==> config.mk <==
export PLATFORM = sky130hd
export DESIGN_NAME = pattern_stream_tx_flat
export DESIGN_NICKNAME = d
export VERILOG_FILES = /design/src/rtl/pattern_stream_tx_if.sv /design/src/rtl/pattern_stream_tx.sv /design/src/flat_wrapper.sv
export SDC_FILE = /design/constraint.sdc
export NUM_CORES = 1
export LEC_CHECK = 0
export BUFFER_PORTS_ARGS = -buffer_cell sky130_fd_sc_hd__clkbuf_2
export CORE_MARGIN = 3
export CORE_UTILIZATION = 50
export DETAILED_ROUTE_END_ITERATION = 16
export PLACE_DENSITY_LB_ADDON = 0.2
export SYNTH_ARGS = -nofsm -noshare
export SYNTH_HDL_FRONTEND = slang
export SYNTH_SLANG_ARGS = --single-unit
==> constraint.sdc <==
create_clock -name clk -period 2.55 [get_ports clk]
set_input_delay 0 -clock clk [delete_from_list [all_inputs] [get_ports clk]]
set_output_delay 0 -clock clk [all_outputs]
set_load 0.02 [all_outputs]
==> src/rtl/pattern_stream_tx_if.sv <==
// pattern_stream_tx_if: payload handshake and serial line bundle of the frame transmitter
interface pattern_stream_tx_if #(parameter int DATA_W = 8);
  logic [DATA_W-1:0] data_in;
  logic data_valid;
  logic data_ready;
  logic stream_out;
  logic frame_busy;
  logic frame_done;
  modport master (output data_in, data_valid, input data_ready, stream_out, frame_busy, frame_done);
  modport slave (input data_in, data_valid, output data_ready, stream_out, frame_busy, frame_done);
endinterface

==> src/rtl/pattern_stream_tx.sv <==
// pattern_stream_tx: serial framer sending marker 11010, bit-stuffed MSB-first payload, then an idle-0 gap
module pattern_stream_tx #(
  parameter int DATA_W = 8,
  parameter int GAP_LEN = 2
) (
  input logic clk,
  input logic rst,
  pattern_stream_tx_if.slave bus
);
  localparam int MAX_DG = DATA_W > GAP_LEN ? DATA_W : GAP_LEN;
  localparam int CW = $clog2((MAX_DG > 5 ? MAX_DG : 5) + 1);
  localparam logic [4:0] MARKER = 5'b11010;
  localparam logic [3:0] STUFF_HIST = 4'b1101;
  typedef enum logic [2:0] {IDLE, MARK, DATA, STUFF, GAP} state_t;
  state_t state, state_n;
  logic [DATA_W-1:0] sh, sh_n;
  logic [CW-1:0] cnt, cnt_n, rem;
  logic [3:0] hist;
  logic line, line_n, done, done_n;
  // state register with the line bit, line history, payload shifter and counter it steers
  always_ff @(posedge clk or posedge rst)
    if (rst) begin
      state <= IDLE;
      sh <= '0;
      cnt <= '0;
      hist <= '0;
      line <= 1'b0;
      done <= 1'b0;
    end else begin
      state <= state_n;
      sh <= sh_n;
      cnt <= cnt_n;
      hist <= {hist[2:0], line_n};
      line <= line_n;
      done <= done_n;
    end
  // next state and next line bit; cnt = marker bits sent in MARK, payload bits left in DATA/STUFF, zeros sent in GAP
  always_comb begin
    state_n = state;
    sh_n = sh;
    cnt_n = cnt;
    line_n = 1'b0;
    done_n = 1'b0;
    rem = state == MARK ? CW'(DATA_W) : cnt;
    if (state == IDLE) begin
      if (bus.data_valid) begin
        state_n = MARK;
        sh_n = bus.data_in;
        cnt_n = CW'(1);
        line_n = 1'b1;
      end
    end else if (state == MARK && cnt != CW'(5)) begin
      cnt_n = cnt + 1'b1;
      line_n = MARKER[3'(4 - int'(cnt))];
    end else if (state == GAP) begin
      state_n = cnt == CW'(GAP_LEN) ? IDLE : GAP;
      cnt_n = cnt + 1'b1;
    end else if (hist == STUFF_HIST) begin
      state_n = STUFF;
      cnt_n = rem;
      line_n = 1'b1;
      done_n = rem == '0;
    end else if (rem != '0) begin
      state_n = DATA;
      sh_n = sh << 1;
      cnt_n = rem - 1'b1;
      line_n = sh[DATA_W-1];
      done_n = rem == CW'(1) && {hist[2:0], sh[DATA_W-1]} != STUFF_HIST;
    end else begin
      state_n = GAP;
      cnt_n = CW'(1);
    end
  end
  // handshake and framing flags decoded from the state register
  always_comb begin
    bus.data_ready = state == IDLE;
    bus.frame_busy = state == MARK || state == DATA || state == STUFF;
  end
  assign bus.stream_out = line;
  assign bus.frame_done = done;
endmodule

==> src/flat_wrapper.sv <==
// flat-port wrapper written by rule: the top's interface ports become plain ports
module pattern_stream_tx_flat 
#(
  parameter int DATA_W = 8,
  parameter int GAP_LEN = 2
)
  (clk, rst, bus_data_in, bus_data_valid, bus_data_ready, bus_stream_out, bus_frame_busy, bus_frame_done);
  pattern_stream_tx_if #(.DATA_W(DATA_W)) bus_i ();
  input logic clk;
  input logic rst;
  input wire logic [$bits(bus_i.data_in)-1:0] bus_data_in;
  input wire logic [$bits(bus_i.data_valid)-1:0] bus_data_valid;
  output wire logic [$bits(bus_i.data_ready)-1:0] bus_data_ready;
  output wire logic [$bits(bus_i.stream_out)-1:0] bus_stream_out;
  output wire logic [$bits(bus_i.frame_busy)-1:0] bus_frame_busy;
  output wire logic [$bits(bus_i.frame_done)-1:0] bus_frame_done;
  assign bus_i.data_in = bus_data_in;
  assign bus_i.data_valid = bus_data_valid;
  assign bus_data_ready = bus_i.data_ready;
  assign bus_stream_out = bus_i.stream_out;
  assign bus_frame_busy = bus_i.frame_busy;
  assign bus_frame_done = bus_i.frame_done;
  pattern_stream_tx #(.DATA_W(DATA_W), .GAP_LEN(GAP_LEN)) u_core (.clk(clk), .rst(rst), .bus(bus_i));
endmodule
# Word level (Yosys, flattened, before mapping)
# Memories as Yosys holds them, arrays and structs flattened.
# Cells that the tools add are included.
op_classes:
  mux: 33
  addsub: 3
  reduce_logical: 10
  n_eq_ne: 13
  order_cmp: 1
op_table:
  columns: ["operator", "count"]
  rows:
  - ["8-bit 2-to-1 mux", 6]
  - ["4-bit 2-to-1 mux", 7]
  - ["3-bit 2-to-1 mux", 7]
  - ["1-bit 2-to-1 mux", 13]
  - ["2-bit != test (second input constant)", 4]
  - ["3-bit by 2-bit equality test with 1-bit output (second input constant)", 2]
  - ["3-bit by 5-bit < comparator with 1-bit output (second input constant)", 1]
  - ["5-bit AND reduction", 1]
  - ["4-bit by 1-bit adder with 4-bit output (second input constant)", 1]
  - ["4-bit by 1-bit equality test with 1-bit output (second input constant)", 1]
  - ["4-bit by 2-bit equality test with 1-bit output (second input constant)", 1]
  - ["4-bit equality test (second input constant)", 1]
  - ["4-bit zero test", 1]
  - ["4-bit by 3-bit != test with 1-bit output (second input constant)", 1]
  - ["4-bit != test (second input constant)", 1]
  - ["4-bit nonzero test", 1]
  - ["4-bit by 1-bit subtractor with 4-bit output (second input constant)", 1]
  - ["3-bit by 1-bit equality test with 1-bit output (second input constant)", 1]
  - ["3-bit equality test (second input constant)", 1]
  - ["3-bit zero test", 1]
  - ["3-bit subtractor (first input constant)", 1]
  - ["1-bit logical AND", 2]
  - ["1-bit logical OR", 2]
  - ["2-bit AND reduction", 1]
  - ["2-bit nonzero test", 1]
word_totals:
  inputBits: 11
  memories: 1
  elab_cells: 67
  reg_bits: 21
  rom_bits: 8
memory_table:
  columns: ["memory", "depth", "word_bits", "read_ports", "rd_clocked_by_memory_dff", "wr", "line", "rtl"]
  rows:
  - ["(no name shown)", 8, 1, 1, 0, 0, "pattern_stream_tx.sv:54", "line_n = MARKER[3'(4 - int'(cnt))];"]

# Depth between registers and ports, before layout
logic_depth:
  depth_word: 9
  depth_mapped: 10
  mapped_depth_nobuf: 8

# Least setup slack after synthesis
# OpenSTA, ideal clock, no wires.
synth_timing:
  path_kind: "flip-flop to flip-flop"
  startpoint: "register u_core.state[1]"
  endpoint: "register u_core.sh[7]"
  slack_ps: 532
  setup_ps: 77
  synth_period_minus_slack_ps: 2018
  arrival_ps: 1941
  stages_incl_launch_ff: 10
  path_buffers: 2
  path_cell_list: "dfrtp_1 or3b_1 buf_6 nand2_1 ha_1 a31oi_4 o221ai_4 buf_6 nand2_1 o21ai_1"
synth_via:
  elab_chain_cells: 5
  elab_cells_between_ends: 13
synth_lines:
  columns: ["element", "line", "rtl"]
  rows:
  - ["start, declared", "pattern_stream_tx.sv:15", "state_t state, state_n;"]
  - ["start signal, assigned", "pattern_stream_tx.sv:30", "state <= state_n;"]
  - ["3-bit by 1-bit equality test with 1-bit output", "pattern_stream_tx.sv:44, pattern_stream_tx.sv:52", null]
  - ["4-bit 2-to-1 mux", "pattern_stream_tx.sv:44", "rem = state == MARK ? CW'(DATA_W) : cnt;"]
  - ["4-bit nonzero test", "pattern_stream_tx.sv:63", "end else if (rem != '0) begin"]
  - ["2-bit nonzero test (no source line)", null, null]
  - ["5-bit AND reduction (no source line)", null, null]
  - ["end signal, assigned", "pattern_stream_tx.sv:31", "sh <= sh_n;"]
  - ["end, declared", "pattern_stream_tx.sv:16", "logic [DATA_W-1:0] sh, sh_n;"]
# Parallel ways exist; a longest one is shown, timed or not.
# A chain may end at the register's enable or synchronous reset.

# Final worst setup path
layout_timing:
  startpoint: "register u_core.state[0]"
  endpoint: "register u_core.sh[3]"
# Same word-level chain as after synthesis.

==> results.cfg <==
[floorplanning]
fp.coreArea_um2 = 2360
pin_count = 15
dieArea_um2 = 3290
start_util_pct = 55.9
fp-row-count = 17
die-height_um = 57.4
horiz_die_dim_um = 57.4

[timing]
worst_slew_margin_rel_pct = 47.5
report.final.slew_viol_count = 0
maxClockFrequency_mhz = 425
timing_worst_slew_pin_value_ns = 0.786
final.min_clock_period_ns = 2.35
hold_slack_ns = 0.00992
finalSetupViolations = 0
final.period_utilization_pct = 92.2
unrepaired_setup_endpoints_after_global_routing = no
fin_worst_skew_ns = 0.0267
report.final.hold_viol_count = 0
tns_ns = 0

[placement]
routabilityCongestion = 0.874
port_buffers = 14
post_detail_place_hpwl_mm = 2.08

[pwr]
powerDensity_nw_per_um2 = 1330
power_leakage_nw = 0.687
total_power_mw = 1.96
ir_worst_vdd_uv = 691

[global_routing]
grt_overflow_total = 0
grt_first_pass_wirelength_mm = 5.00
maximum_number_of_pins_on_one_net_before_global_route_repair = 21
grt_pass1_vias = 1053
initial_antenna_violation_count = 0
grtUsageTotal_pct = 19.6

[drt]
post-route-drc-count = 0
ant_nets_after_route = 0
drt_pre_antenna_iters = 4
viasPerCell = 5.90
route.vias.total = 1085
drt_iter0_drc = 32
drt-total-wl_mm = 2.92
detailed_route_wire_length_per_cell_um = 15.9

[finish]
diodes = 0
fin_nets = 174
flow.area_growth_from_synthesis_pct = 11.5
drive_above_1_share_pct = 16.7
final_common_cell = sky130_fd_sc_hd__dfrtp_1
final_core_utilization_pct = 62.3
final.fill_count = 214
commonest_cells_after_routing_fill_and_taps_aside = sky130_fd_sc_hd__dfrtp_1, sky130_fd_sc_hd__nand2_1, sky130_fd_sc_hd__clkbuf_2

[logic_synthesis]
synth_cell_type_count = 40
synth_fp_nets = 154
syn_avg_cell_area_um2 = 9.64
post_synth_instance_area_um2 = 1320
synth_sequential_area_ratio_pct = 37.9
ys_seq_elements = 20
yosysWarningCount = 0
syn_inst = 137

[clock_tree]
cts_setup_buffers = 0
ctsHtreeMaxLevel = 1
clk_root_buf = sky130_fd_sc_hd__clkbuf_4
clkSinkCount = 20
path_clk_slew_ns = 0.14
cts_tree = built
clock_tree.buffer_depth = 2
clock_latency_ns = 0.32
cts_inserted_buffers = 3

[critical_path]
end_kind = flop
timing.reg2reg.setup_slack_ns = 0.20
r2r.worst_path.cells = 7
timing_worst_setup_path_type = flop to flop
worstReg2RegStart = u_core.state[0]
required_time_at_the_worst_slack_endpoint_ns = 2.78
critPathArrivalTime_ns = 2.58
setup.worst_path.start_class = flop
worstReg2RegEnd = u_core.sh[3]
crit_path_max_fanout = 15

[worst_hold_path]
hold_path_startpoint = bus_data_valid
worst_hold_path.endpoint = u_core.cnt[1]
hold_path_class = input pin to flop
worstHoldPathCells = 2

[status]
outcome = complete, no violations

[run]
cap_viol_max_count = 0
==> area by class of cell <==
type	instances	area [um2]	share of cell area (%)
clock buffer	4	36.3	2.47
timing repair buffer	25	175	11.9
sequential	20	500	34.0
multi-input combinational	102	706	48.0
tap	28	35.0	2.38
inverter	5	18.8	1.28
==> through the flow <==
step	cell area (um2)	setup WS, ns	cells
final	1470	0.198	184
after global routing	1470	0.0288	184
after CTS	1470	0.171	184
after detailed placement	1350	0.212	171
after global placement	1350	0.323	171
after floorplan	1320	0.532	137
==> kinds of logic (layout without fill, tap and decap cells) <==
| logic type | after synthesis | after routing | synth area share (%) |
|---|---|---|---|
| flip-flops | 20 | 20 | 37.9 |
| multiplexers | 9 | 9 | 6.82 |
| AO/OA/AOI/OAI | 36 | 36 | 20.0 |
| adder cells (fa/ha/maj) | 6 | 6 | 5.69 |
| buffers and inverters | 15 | 34 | 8.62 |
| AND/OR/NAND/NOR | 48 | 48 | 19.0 |
| XOR/XNOR | 3 | 3 | 1.99 |
==> critical path: stages (launching register included) <==
cell	delay, ns
sky130_fd_sc_hd__dfrtp_1	0.52
sky130_fd_sc_hd__or3b_1	0.51
sky130_fd_sc_hd__nand2_1	0.16
sky130_fd_sc_hd__ha_1	0.33
sky130_fd_sc_hd__a31oi_4	0.14
sky130_fd_sc_hd__o221ai_4	0.39
sky130_fd_sc_hd__nand2_1	0.12
sky130_fd_sc_hd__o21ai_2	0.08
==> cells in the mapped netlist (all sizes together) <==
master   instances  area share (%)
a2111oi          1            0.66
a21oi            7             2.7
a2bb2oi          1            0.66
a31oi            5             3.5
a32o             1            0.76
and3             3             1.4
and4b            2             1.5
buf             10             7.2
dfrtp           20              38
ha               6             5.7
inv              5             1.4
mux2i            9             6.8
nand2           16             4.5
nand2b           2            0.95
nand3            2            0.76
nand3b           1            0.57
nand4            1            0.47
nand4b           2             1.3
nor2             9             2.6
nor2b            1            0.47
nor3             3             1.1
nor3b            2             1.1
nor4             1            0.47
o211ai           2             1.1
o21ai           14             6.2
o221ai           1             2.0
o22ai            1            0.47
o31ai            1            0.57
o32a             1            0.76
o32ai            1            0.66
or3              2            0.95
or3b             1            0.66
xnor2            1            0.66
xor2             2             1.3
==> metal layers <==
metal | wire, um | part of all wire (%) | track usage [%] | up-vias
met1 | 1320 | 45 | 25.9 | 515
li1 | - | - | - | 535
met2 | 1420 | 48 | 30.8 | 29
met5 | 0 | 0 | 0 | -
met4 | 57 | 2.0 | 7.95 | 0
met3 | 130 | 4.4 | 4.30 | 6
==> where the power goes <==
| group | switching [mW] | internal (mW) |
|---|---|---|
| Sequential | 0.155 | 0.469 |
| Combinational | 0.679 | 0.459 |
| Clock | 0.106 | 0.0872 |
| Total | 0.940 | 1.02 |
==> flip-flops by register name, summed over array words and instances, names as in the netlist <==
signal	flops
u_core.sh	8
u_core.state	3
u_core.bus.frame_done	1
u_core.cnt	4
u_core.hist	4
==> repair_timing <==
| item | 4_1_cts | 5_1_grt |
|---|---|---|
| hold buffers | 9 | 0 |
| endpoints found under the setup margin | 0 | 1 |
| hold endpoints to repair | 28 | 0 |
| resized for setup | 0 | 0 |
==> worst max path at each step <==
stage,to,startpoint,slack [ns]
finish,u_core.sh[3],u_core.state[0],0.20
global route,u_core.sh[7],u_core.state[0],0.03
CTS,u_core.sh[3],u_core.state[0],0.17
detailed placement,u_core.sh[3],u_core.state[0],0.21
global placement,u_core.sh[4],u_core.state[0],0.32
floorplan,u_core.sh[7],u_core.state[1],0.53
(Power assumes the default switching activity.)
